[config.mk]
export PLATFORM = sky130hd
export DESIGN_NAME = mem_access_sequencer
export DESIGN_NICKNAME = d
export VERILOG_FILES = /design/src/rtl/mem_access_sequencer.sv
export SDC_FILE = /design/constraint.sdc
export NUM_CORES = 1
export LEC_CHECK = 0
export BUFFER_PORTS_ARGS = -buffer_cell sky130_fd_sc_hd__buf_2
export CORE_MARGIN = 4
export CORE_UTILIZATION = 48
export DETAILED_ROUTE_END_ITERATION = 8
export GPL_TIMING_DRIVEN = 1
export PLACE_DENSITY = 0.85
export SLEW_MARGIN = 10
export SYNTH_ARGS = -nofsm -noshare
export SYNTH_HDL_FRONTEND = slang
export SYNTH_SLANG_ARGS = --single-unit
[constraint.sdc]
create_clock -name Clock -period 2.1 [get_ports Clock]
set_input_delay 0.42 -clock Clock [delete_from_list [all_inputs] [get_ports Clock]]
set_output_delay 0.42 -clock Clock [all_outputs]
set_load 0.01 [all_outputs]
[src/rtl/mem_access_sequencer.sv]
// Single-access sequencer in front of the 64x32 RAM: registers one request, then
// drives chip-select, address, data and direction in an order that cannot cause stray writes.
module mem_access_sequencer #(
  parameter int unsigned WAIT_CYCLES = 1,   // 1..15
  parameter int unsigned TIMEOUT     = 16   // 1..255
) (
  input  logic        Clock,
  input  logic        Reset_L,
  input  logic        Request,
  input  logic        Request_Read_H_Write_L,
  input  logic [5:0]  Request_Address,
  input  logic [31:0] Request_Data,
  output logic        Busy,
  output logic        Done,
  output logic        Error,
  output logic [31:0] Load_Data,
  output logic [6:0]  Mem_Address,
  output logic [31:0] Mem_DataIn,
  output logic        Mem_Read_H_Write_L,
  input  logic [31:0] Mem_DataOut,
  input  logic        Mem_MFC
);

  localparam logic [3:0] WAIT_LOAD = 4'(WAIT_CYCLES - 1);
  localparam logic [7:0] TO_LAST   = 8'(TIMEOUT - 1);

  typedef enum logic [2:0] {
    S_IDLE,
    S_SETUP,
    S_ACCESS,
    S_WAIT_MFC,
    S_COMPLETE
  } state_e;

  state_e      state_q, state_d;
  logic        op_read_q, op_read_d;
  logic [3:0]  wait_cnt_q, wait_cnt_d;
  logic [7:0]  to_cnt_q, to_cnt_d;
  logic [6:0]  mem_addr_q, mem_addr_d;
  logic [31:0] mem_din_q, mem_din_d;
  logic        mem_rw_q, mem_rw_d;
  logic [31:0] load_q, load_d;
  logic        busy_q, busy_d;
  logic        done_q, done_d;
  logic        error_q, error_d;

  // NOTE: every register is written with <= so all of them update from the same
  // pre-edge values; a blocking '=' here would let later lines see new values.
  always_ff @(posedge Clock or negedge Reset_L) begin
    if (!Reset_L) begin
      state_q    <= S_IDLE;
      op_read_q  <= 1'b1;
      wait_cnt_q <= '0;
      to_cnt_q   <= '0;
      mem_addr_q <= 7'h40;
      mem_din_q  <= '0;
      mem_rw_q   <= 1'b1;
      load_q     <= '0;
      busy_q     <= 1'b0;
      done_q     <= 1'b0;
      error_q    <= 1'b0;
    end else begin
      state_q    <= state_d;
      op_read_q  <= op_read_d;
      wait_cnt_q <= wait_cnt_d;
      to_cnt_q   <= to_cnt_d;
      mem_addr_q <= mem_addr_d;
      mem_din_q  <= mem_din_d;
      mem_rw_q   <= mem_rw_d;
      load_q     <= load_d;
      busy_q     <= busy_d;
      done_q     <= done_d;
      error_q    <= error_d;
    end
  end

  always_comb begin
    // NOTE: hold-by-default assignments first, so no path through the case
    // leaves a signal unassigned and infers a latch.
    state_d    = state_q;
    op_read_d  = op_read_q;
    wait_cnt_d = wait_cnt_q;
    to_cnt_d   = to_cnt_q;
    mem_addr_d = mem_addr_q;
    mem_din_d  = mem_din_q;
    mem_rw_d   = mem_rw_q;
    load_d     = load_q;
    done_d     = 1'b0;
    error_d    = 1'b0;

    unique case (state_q)
      S_IDLE: begin
        if (Request) begin
          op_read_d  = Request_Read_H_Write_L;
          mem_addr_d = {1'b1, Request_Address};
          mem_din_d  = Request_Data;
          state_d    = S_SETUP;
        end
      end

      // Address and data have settled for a full cycle before select and direction move.
      S_SETUP: begin
        mem_addr_d[6] = 1'b0;
        mem_rw_d      = op_read_q;
        wait_cnt_d    = WAIT_LOAD;
        state_d       = S_ACCESS;
      end

      S_ACCESS: begin
        if (wait_cnt_q == 4'd0) begin
          to_cnt_d = '0;
          state_d  = S_WAIT_MFC;
        end else begin
          wait_cnt_d = wait_cnt_q - 4'd1;
        end
      end

      // Deselect and direction return happen on one edge, so a write never outlives select.
      S_WAIT_MFC: begin
        if (Mem_MFC) begin
          if (op_read_q) load_d = Mem_DataOut;
          mem_addr_d[6] = 1'b1;
          mem_rw_d      = 1'b1;
          done_d        = 1'b1;
          state_d       = S_COMPLETE;
        end else if (to_cnt_q == TO_LAST) begin
          mem_addr_d[6] = 1'b1;
          mem_rw_d      = 1'b1;
          error_d       = 1'b1;
          state_d       = S_COMPLETE;
        end else begin
          to_cnt_d = to_cnt_q + 8'd1;
        end
      end

      S_COMPLETE: begin
        state_d = S_IDLE;
      end

      default: begin
        state_d = S_IDLE;
      end
    endcase

    busy_d = (state_d != S_IDLE);
  end

  assign Busy               = busy_q;
  assign Done               = done_q;
  assign Error              = error_q;
  assign Load_Data          = load_q;
  assign Mem_Address        = mem_addr_q;
  assign Mem_DataIn         = mem_din_q;
  assign Mem_Read_H_Write_L = mem_rw_q;

endmodule
==> flow_metrics.env <==
export IMPL_status="finished clean"
export IMPL_synthDistinctLibCells=35
export IMPL_avgSynthCellArea_um2=14.3
export IMPL_numPortBuffers=149
export IMPL_clk_pin_slew_worst_paths_ns=0.09
export IMPL_cts_resized=0
export IMPL_grt_max_degree=41
export IMPL_slowest_stage="or4_1"
export IMPL_row_count=31
export IMPL_syn_area_mm2=0.00364
export IMPL_slowest_delay_ns=0.52
export IMPL_fin_tns_setup_ns=0
export IMPL_grt_pass1_wl_mm=12.7
export IMPL_cts_buffers=9
export IMPL_max_freq_mhz=517
export IMPL_cts_setup_buffers=0
export IMPL_hpwlAfterDp_mm=5.84
export IMPL_crit_required_ns=2.37
export IMPL_netlist_top_cells_area="dfrtp_1 61%, mux2_2 21%, dfstp_2 2.2%"
export IMPL_h_tree_depth=3
export IMPL_gr_total_overflow=0
export IMPL_coreArea_mm2=0.00729
export IMPL_ys_ff_latch=91
export IMPL_area_growth_pct=30.5
export IMPL_relSlewSlack_pct=60.5
export IMPL_grt_pass1_vias=2800
export IMPL_ioPinCount=150
export IMPL_finalCriticalPeriod_ns=1.93
export IMPL_cts_tree="built"
export IMPL_synth_top_area_cell="dfrtp_1"
export IMPL_yosys_warnings=0
export IMPL_wl_mm=7.81
export IMPL_drive_gt1_share_pct=59.4
export IMPL_place_congestion=0.829
export IMPL_route_antenna_remaining_nets=0
export IMPL_setup_viol=0
export IMPL_start_kind="register"
export IMPL_clk_latency_ns=0.35
export IMPL_die_x_um=95.0
export IMPL_crit_arrival_ns=2.20
export IMPL_synthCells=254
export IMPL_grt_antenna_before_repair=0
export IMPL_fin_crit_sh_pct=92.1
export IMPL_via_per_inst=5.10
export IMPL_drt_iter0_drc=92
export IMPL_criticalPathCategory="reg -> reg"
export IMPL_hold_class="in -> async"
export IMPL_slew_viol_final=0
export IMPL_cts_sinks=91
export IMPL_post_drt_wl_per_cell_um=15.2
export IMPL_antenna_cells=0
export IMPL_dp_slack_ns=0.201
export IMPL_initial_core_util_pct=49.9
export IMPL_cap_violations=0
export IMPL_p_leak_nw=2.33
export IMPL_grt_usage_pct=18.1
export IMPL_hold_viol=0
export IMPL_ys_seq_area_share_pct=62.7
export IMPL_place_area_mm2=0.00455
export IMPL_skew_ns=0.0116
export IMPL_rsz0062_at_grt="false"
export IMPL_power_density_mw_per_mm2=1420
export IMPL_num_nets_final=488
export IMPL_ir_drop_mv=0.700
export IMPL_clock_path_buffers=2
export IMPL_setup_ws_ns=0.165
export IMPL_drt_pass1_iter_count=4
export IMPL_drc=0
export IMPL_design_area_mm2=0.00474
export IMPL_die_h_um=95.0
export IMPL_cp_max_fo=10
export IMPL_power_total_mw=6.74
export IMPL_critPathCaptureType="register"
export IMPL_yosysTopAreaCellShare_pct=60.6
export IMPL_cts_root_buf="clkbuf_8"
export IMPL_vias=2624
export IMPL_cts_hold_buf=0
export IMPL_synthesis_nets=331
export IMPL_critical_path_cell_chain="ha_1, and3_1, a21o_1, or4_1, a21oi_1"
export IMPL_dieArea_mm2=0.00903
export IMPL_worst_slew_pin_slew_ns=0.587
power by group:
part           internal (mW)  switching [mW]
Combinational           1.37            1.22
Clock                  0.559           0.620
Sequential              2.54           0.433
Total                   4.47            2.27
critical path: cells and delay by family, from the launching register on:
family          cells  cell delay [ns]
fa+ha+maj           1             0.25
compound gates      2             0.41
simple gates        2             0.75
flops               1             0.45
worst paths after layout:
| path | to | slack [ns] | depth (start not counted) | from |
|---|---|---|---|---|
| setup reg to reg | to_cnt_q[7]$_DFFE_PN0P_ | 0.17 | 5 | to_cnt_q[0]$_DFFE_PN0P_ |
| hold reg to reg | Mem_DataIn[6]$_DFFE_PN0P_ | 0.50 | 1 | Mem_DataIn[6]$_DFFE_PN0P_ |
| setup / recovery | to_cnt_q[7]$_DFFE_PN0P_ | 0.17 | 5 | to_cnt_q[0]$_DFFE_PN0P_ |
| max in group asynchronous | Mem_Address[5]$_DFFE_PN0P_ | 1.44 | 2 | Reset_L |
| hold / removal | Mem_DataIn[7]$_DFFE_PN0P_ | 0.04 | 1 | Reset_L |
| min in group Clock | Mem_DataIn[6]$_DFFE_PN0P_ | 0.28 | 2 | Request_Data[6] |
cells by family (layout without fill, tap and decap cells):
| family | count (synthesis) | after routing | share of synthesized area (%) |
|---|---|---|---|
| simple gates | 49 | 49 | 7.78 |
| xor+xnor | 3 | 3 | 0.723 |
| fa+ha+maj | 2 | 2 | 0.688 |
| mux | 73 | 73 | 22.5 |
| buf+inv | 15 | 177 | 2.24 |
| flops | 91 | 91 | 62.7 |
| compound gates | 21 | 21 | 3.30 |
through the flow:
stage / hold slack, ns / instances / util (%)
after floorplan: 0.124 / 254 / -
after global placement: 0.422 / 499 / 62.3
after detailed placement: 0.428 / 499 / 62.3
after CTS: 0.0399 / 515 / 65.0
after global routing: 0.0681 / 515 / 65.0
final: 0.0449 / 515 / 65.0
synth_stat cells:
master	n
a21oi_1	9
nand2b_1	2
nand4bb_4	1
ha_1	2
mux2i_1	2
o22ai_1	1
nor4b_1	1
xor2_1	1
o31ai_1	1
buf_6	2
nand2_1	12
or4_1	3
nor4_1	2
nand4_1	1
nor2_1	5
dfrtp_1	88
o21ai_0	6
a21o_1	1
clkbuf_1	1
o21a_1	1
nor3_1	5
nand3_1	6
mux2_1	3
and3_1	2
inv_1	4
or3b_2	1
mux2_2	68
o22a_1	1
buf_2	8
xnor2_1	2
o211ai_1	1
dfstp_2	3
nor2b_1	1
or3_1	5
nor3b_1	2
per-layer routing:
layer	track usage, %	wire [um]	vias to the layer above
met4	7.33	118	0
met1	21.4	3060	1283
met2	31.7	4070	107
met5	0	0	-
li1	-	-	1221
met3	4.58	555	13
flip-flops by register name, summed over array words and instances (netlist names):
signal	flops
Mem_Address	7
Mem_DataIn	32
to_cnt_q	8
op_read_q	1
Mem_Read_H_Write_L	1
Busy	1
wait_cnt_q	4
Done	1
Load_Data	32
state_q	3
Error	1
area by class of cell:
class                      count  area, um^2
timing repair buffer         157         846
tap                           99         124
inverter                       4        15.0
clock buffer                   9         124
fill                         579        2550
sequential                    91        2280
clock inverter                 7        73.8
multi-input combinational    148        1280
cell usage in the layout (no fill, tap or decap), types with 2 or more instances in the layout:
cell type / instances
o21ai_0: 6
or4_1: 3
nor4_1: 2
clkinv_2: 2
buf_2: 148
buf_12: 3
or3_1: 5
nand2_1: 12
mux2i_1: 2
inv_1: 4
nand2b_1: 2
dfrtp_1: 88
nor3b_1: 2
buf_4: 6
mux2_1: 3
ha_1: 2
a21oi_1: 9
dfstp_2: 3
xnor2_1: 2
nand3_1: 6
and3_1: 2
mux2_2: 68
inv_6: 3
clkbuf_8: 9
nor3_1: 5
nor2_1: 5
No activity file was read; power rests on OpenSTA's default activity.
